File: config.mk
export PLATFORM = sky130hd
export DESIGN_NAME = regfile_sb
export DESIGN_NICKNAME = d
export VERILOG_FILES = /design/src/rtl/regfile_sb.sv
export SDC_FILE = /design/constraint.sdc
export NUM_CORES = 2
export LEC_CHECK = 0
export BUFFER_PORTS_ARGS = -buffer_cell sky130_fd_sc_hd__buf_2
export CORE_MARGIN = 5
export CORE_UTILIZATION = 50
export DETAILED_ROUTE_END_ITERATION = 7
export PLACE_DENSITY = 0.78
export REMOVE_ABC_BUFFERS = 1
export SLEW_MARGIN = 25
export SYNTH_ARGS = -nofsm -noshare
export SYNTH_HDL_FRONTEND = slang
export SYNTH_SLANG_ARGS = --single-unit
File: constraint.sdc
create_clock -name clk -period 1.9 [get_ports clk]
set_input_delay 0 -clock clk [delete_from_list [all_inputs] [get_ports clk]]
set_output_delay 0 -clock clk [all_outputs]
set_load 0.01 [all_outputs]
File: src/rtl/regfile_sb.sv
// ---------------------------------------------------------------------------
// regfile_sb -- general-purpose register file with HI/LO and busy scoreboard
//
// Holds 2**ADDR_W GPRs (entry 0 reads as zero) with two combinational read
// ports and a never-bypassed debug port.  It adds dedicated HI/LO registers,
// an optional same-cycle write-to-read bypass, and one busy bit per GPR plus
// one for HI/LO.  Decode uses the busy bits for hazard stalls.
//
// Ports
//   clk, resetn                 clock, asynchronous active-low reset
//   wen, waddr, wdata           GPR write from writeback
//   raddr1/rdata1, raddr2/rdata2  combinational read ports
//   test_addr/test_data         debug/display read, stored contents only
//   hi_lo_wen, hi_wdata, lo_wdata  HI/LO write
//   hi_rdata, lo_rdata          HI/LO contents (bypassed when BYPASS=1)
//   issue_valid, issue_addr     GPR producer issued (marks destination busy)
//   hilo_issue                  HI/LO producer issued
//   busy1, busy2, hilo_busy     pending-write flags
//
// Handshake: issue_valid, hilo_issue, wen and hi_lo_wen are single-cycle
// qualifiers with no ready.  Each one is consumed on the rising edge where
// it is high.  Decode must only raise an issue when it is not stalling, and
// writeback presents each result exactly once.
// ---------------------------------------------------------------------------
module regfile_sb #(
   parameter int DATA_W = 32,
   parameter int ADDR_W = 5,
   parameter int BYPASS = 1
) (
   input  logic              clk,
   input  logic              resetn,
   input  logic              wen,
   input  logic [ADDR_W-1:0] waddr,
   input  logic [DATA_W-1:0] wdata,
   input  logic [ADDR_W-1:0] raddr1,
   output logic [DATA_W-1:0] rdata1,
   input  logic [ADDR_W-1:0] raddr2,
   output logic [DATA_W-1:0] rdata2,
   input  logic [ADDR_W-1:0] test_addr,
   output logic [DATA_W-1:0] test_data,
   input  logic              hi_lo_wen,
   input  logic [DATA_W-1:0] hi_wdata,
   input  logic [DATA_W-1:0] lo_wdata,
   output logic [DATA_W-1:0] hi_rdata,
   output logic [DATA_W-1:0] lo_rdata,
   input  logic              issue_valid,
   input  logic [ADDR_W-1:0] issue_addr,
   input  logic              hilo_issue,
   output logic              busy1,
   output logic              busy2,
   output logic              hilo_busy
);

   localparam int   NREG    = 1 << ADDR_W;
   localparam logic BYP_CFG = (BYPASS != 0);

   logic [DATA_W-1:0] rf [NREG];
   logic [DATA_W-1:0] hi_q;
   logic [DATA_W-1:0] lo_q;
   logic [NREG-1:0]   sb_q;
   logic [NREG-1:0]   sb_next;
   logic              hilo_busy_q;
   logic              byp_en;

   // Writes are ignored while reset is held.  The bypass is also gated, so
   // every read output is zero throughout reset.
   assign byp_en = BYP_CFG && resetn;

   // Storage: entry 0 is cleared on reset and never written.
   always_ff @(posedge clk or negedge resetn) begin
      if (!resetn) begin
         for (int i = 0; i < NREG; i++) rf[i] <= '0;
         hi_q <= '0;
         lo_q <= '0;
      end else begin
         if (wen && (waddr != '0)) rf[waddr] <= wdata;
         if (hi_lo_wen) begin
            hi_q <= hi_wdata;
            lo_q <= lo_wdata;
         end
      end
   end

   // The clear is applied before the set, so a new producer issued to the
   // register being written back stays outstanding.
   always_comb begin
      sb_next = sb_q;
      if (wen) sb_next[waddr] = 1'b0;
      if (issue_valid) sb_next[issue_addr] = 1'b1;
      sb_next[0] = 1'b0;
   end

   always_ff @(posedge clk or negedge resetn) begin
      if (!resetn) begin
         sb_q        <= '0;
         hilo_busy_q <= 1'b0;
      end else begin
         sb_q <= sb_next;
         if (hilo_issue)     hilo_busy_q <= 1'b1;
         else if (hi_lo_wen) hilo_busy_q <= 1'b0;
      end
   end

   // Read ports
   always_comb begin
      rdata1 = rf[raddr1];
      if (raddr1 == '0)                            rdata1 = '0;
      else if (byp_en && wen && (waddr == raddr1)) rdata1 = wdata;

      rdata2 = rf[raddr2];
      if (raddr2 == '0)                            rdata2 = '0;
      else if (byp_en && wen && (waddr == raddr2)) rdata2 = wdata;

      test_data = (test_addr == '0) ? '0 : rf[test_addr];

      hi_rdata = (byp_en && hi_lo_wen) ? hi_wdata : hi_q;
      lo_rdata = (byp_en && hi_lo_wen) ? lo_wdata : lo_q;
   end

   // Busy reflects registered state only.  When writeback hits the same
   // register this cycle, the bypass already supplies the data, and decode
   // masks the stall itself.
   assign busy1     = sb_q[raddr1];
   assign busy2     = sb_q[raddr2];
   assign hilo_busy = hilo_busy_q;

endmodule

Yosys cells after proc, flatten, opt, wreduce, memory -nomap -nowiden
Index checks and enable logic that the tools add are counted.

word-level totals
  output and inout bits = 163
  word-level logic and storage cells = 100
  register bits after elaboration = 1120
  input port bits = 127

cells by class
  bitwise gates (word level) = 7
  multiplexer cells = 31
  $lt $le $gt $ge = 11
  eq/ne operators = 2
  reductions and logical operators = 13

operator list
  cell                                                        count
  bitwise mux 1024 bit                                        1
  two-way mux 32 bit                                          16
  binary-select mux 32 bit (select 5 bit)                     3
  demux 32 bit (select 5 bit)                                 1
  AND 32 bit                                                  1
  NOT 32 bit                                                  1
  bitwise OR 32 bit                                           1
  >= comparator 6 bit, second input constant                  4
  less-than comparator 5 x 6 -> 1 bit, second input constant  4
  NOT 5 -> 6 bit                                              4
  logical NOT 5 bit                                           3
  binary-select mux 1 bit (select 5 bit)                      2
  demux 1 bit (select 5 bit)                                  2
  == test 5 bit                                               2
  >= comparator 5 x 1 -> 1 bit, second input constant         2
  logical AND 1 bit                                           8
  less-than comparator 6 x 1 -> 1 bit, second input constant  1
  two-way mux 1 bit                                           6
  nonzero test 5 bit                                          1
  nonzero test 2 bit                                          1

Longest topological paths before layout
  depth after elaboration = 9
  gate-level depth with buffers = 10
  depth with buffers taken out = 5

Least setup slack after synthesis
Ideal clock, no wire load.

  path type = input to output
  start point = in test_addr[1]
  end point = out test_data[11]
  arrival time = 1.713 ns
  setup slack = 0.187 ns
  stages on the path = 7
  buffers on the path = 3
  path through = clkbuf_1 -> clkbuf_1 -> buf_1 -> mux4_2 -> mux4_2 -> nand2_1 -> o21ai_1

on the way
  longest elaborated chain between the ends = 5
  elaborated cells on any way between the ends = 6
  those cells by class = mux (4); bitwise (1); reduce/logical (1)

RTL lines
  element                                                line  text
  from (decl)                                            39    input logic [ADDR_W-1:0] test_addr,
  NOT 5 -> 6 bit (implied by the code)                   114   test_data = (test_addr == '0) ? '0 : rf[test_addr];
  binary-select mux 32 bit (select 5 bit)                114
  two-way mux 32 bit (implied by the code) (2 in a row)  114
  two-way mux 32 bit (*)                                 114
  to (decl)                                              40    output logic [DATA_W-1:0] test_data,

Every way passes the cells marked *; elsewhere a longest branch is shown, timed or not. The select of a mux whose other input is x is not followed.

Worst setup path after layout
  start point = reg rf[438] in the netlist's numbering
  end point = out rdata1[22]

on the way
  longest elaborated chain between the ends = 5

RTL lines
  element                                                line  text
  from (decl)                                            57    logic [DATA_W-1:0] rf [NREG];
  from (signal, indexed assignment)                      76    if (wen && (waddr != '0)) rf[waddr] <= wdata;
  binary-select mux 32 bit (select 5 bit)                106   rdata1 = rf[raddr1];
  two-way mux 32 bit (implied by the code) (2 in a row)  106
  two-way mux 32 bit                                     108   else if (byp_en && wen && (waddr == raddr1)) rdata1 = wdata;
  two-way mux 32 bit                                     107   if (raddr1 == '0) rdata1 = '0;
  to (decl)                                              36    output logic [DATA_W-1:0] rdata1,

Every way passes these cells. The select of a mux whose other input is x is not followed.

==> flow_summary.ini <==
[detailed_routing]
drt-initial-drc-count = 8095
vias_per_cell = 7.27
wl_per_cell_um = 34.4
dr.pass1.iters = 6
wl_um = 261000
drc = 0
drtAntennaViolNets = 0
via_count = 55200

[logic_synthesis]
synthArstFlopShare_pct = 100
synth_edf_count = 0
yosys_warnings = 0
yosys_most_used_dff = dfrtp_1
synth_seq_area_share_pct = 40.9
synth_common_cells = mux2_2, dfrtp_1, mux4_2
synth.distinct_cells = 67
synth_top_area_share_pct = 40.9
synthCells = 4848
syn_avg_cell_area_um2 = 14.1
yosysMostFrequentCell = mux2_2
synth_area_leader_cell = dfrtp_1
synth-seq-cells = 1120
synthTopCellsByArea = dfrtp_1, mux4_2, mux2_2
syn-cell-area_mm2 = 0.0686

[clock_network]
clock_latency_ns = 0.77
cts.sinks = 1120
cts_buffers = 118
cts_tree = done
ctsRootBufferMaster = clkbuf_16
cts.clk_slew.worst_paths_ns = 0.06
clock_path_buffers = 3
htreeDepth = 3

[placement]
dp_cells = 7018
io_buffer_count = 289
gp_congestion = 0.953
post-place-ws_ns = -0.392
hpwl_um = 163000

[power_and_ir_drop]
p_leak_nw = 37.1
ir_drop_mv = 0.860
cellPowerDensity_mw_per_mm2 = 937

[setup_path]
slowest_delay_ns = 0.48
path_class = register to primary output
crit_path_start_kind = register
path_buf_inv = 2
critPathMaxFanout = 3
end_kind = primary output
crit_slowest_cell = mux4_2
crit_arrival_ns = 2.79
path_delay_family = multiplexers
crit_required_ns = 1.90
worstPathCellList = buf_4 > mux4_2 > mux2i_2 > a2111oi_2 > nor4bb_1 > nor2_2 > buf_2

[final_layout]
area_delta_synth_final_pct = 25.8
layout-drive-gt1-share_pct = 60.3
fin_cells = 7597
nNetsFinal = 5842

[sta]
fin_crit_ns = 2.79
max_freq_mhz = 359
drv_slew = 0
hold_viol_final = 253
tightest_slew_ns = 0.914
setup_slack_ns = -0.889
rsz0062_at_grt = yes
finalCritPeriodShare_pct = 147
clock_skew_ns = 0
maxSlewHeadroom_pct = 39.1
setup_viol = 98
tns_ns = -59.38
whs_ns = -0.655

[global_route]
grt_antenna_before_repair = 7
overflow = 0
grt_pass1_vias = 56600
grt_first_pass_wirelength_um = 381000
gr-usage-all-layers_pct = 35.0
grt_max_degree = 168

[die]
dieArea_mm2 = 0.145
die_h_um = 380
initial_core_util_pct = 50.5
pin_count = 290
rows = 135
coreArea_mm2 = 0.136
die_w_um = 380

[run]
drv_cap = 0

[status]
violations = hold timing, setup timing
outcome = complete, but fails checks

[worst_hold_path]
hold_path.class = input port to asynchronous set/reset pin
[placed cells by master (no fill, tap or decap), drive strengths merged, types with 15 or more instances in the layout]
| cell | n |
|---|---|
| a211oi | 40 |
| a21oi | 43 |
| a221o | 47 |
| a221oi | 76 |
| a22o | 23 |
| a22oi | 21 |
| a31oi | 15 |
| buf | 1061 |
| clkbuf | 170 |
| clkinv | 30 |
| dfrtp | 1120 |
| dlygate4sd3 | 232 |
| inv | 47 |
| mux2 | 1264 |
| mux2i | 240 |
| mux4 | 663 |
| nand2 | 111 |
| nor2 | 86 |
| nor2b | 26 |
| nor3 | 56 |
| nor4 | 39 |
| o21ai | 132 |
| o22ai | 116 |
[power by group]
group          leakage [nW]  internal [mW]  total (mW)  switching, mW
Sequential             14.3           28.3        32.8           4.46
Combinational          20.8           13.8        23.7           9.91
Clock                  1.99           14.0        24.5           10.4
[what timing repair did]
item                        CTS  global route
pin swaps                   122            93
resized for setup           330           145
hold buffers                231             7
hold endpoints to repair   1611           136
setup buffers               107            31
setup endpoints to repair    98           129
[metal layers]
layer	track usage, %	wire length, um
met1	44.2	89100
met2	51.7	114000
met3	12.1	37000
met4	22.5	21100
met5	0	142
[metrics by stage]
step	instance area (um2)	power, mW	utilization (%)	hold slack [ns]
2_1_floorplan	65800	44.1	-	-0.296
4_1_cts	85300	79.3	62.8	-0.660
6_report	86300	80.9	63.5	-0.655
3_5_place_dp	76800	52.8	56.5	0.160
5_1_grt	86300	83.3	63.5	-0.619
3_3_place_gp	76800	51.8	56.5	0.155
[final cells by class]
type	count	area, um2
Sequential cell	1120	28000
Fill cell	9289	49500
Antenna cell	2	5.00
Clock buffer	169	3470
Inverter	44	165
Tap cell	1781	2230
Multi-Input combinational cell	3136	39500
Timing Repair Buffer	1295	12300
Clock inverter	50	584
[registers in the layout, summed over array words and instances, names as in the netlist]
signal / cells
sb_q: 31
hilo_busy: 1
rf: 1024
lo_q: 32
hi_q: 32
[logic make-up (layout without fill, tap and decap cells)]
group                  count (synthesis)  count (layout)  share of synthesized area (%)
AO/OA/AOI/OAI                        553             553                           5.67
buffers and inverters                592            1558                           4.30
AND/OR/NAND/NOR                      406             406                           3.00
flip-flops                          1120            1120                           40.9
XOR/XNOR                              10              10                          0.128
other                                  0               2                              0
multiplexers                        2167            2167                           46.0
[worst paths after layout]
path	cells after the start	endpoint	from	slack, ns
setup / recovery	7	rdata1[22]	rf[438]	-0.89
hold / removal	2	sb_q[13]	resetn	-0.66
setup reg to reg	2	hi_q[21]	hi_q[21]	0.47
hold reg to reg	0	rf[1021]	rf[1021]	0.42
max in group asynchronous	4	rf[707]	resetn	0.75
min in group clk	6	sb_q[31]	waddr[4]	0.06
No activity file was read; power rests on OpenSTA's default activity.
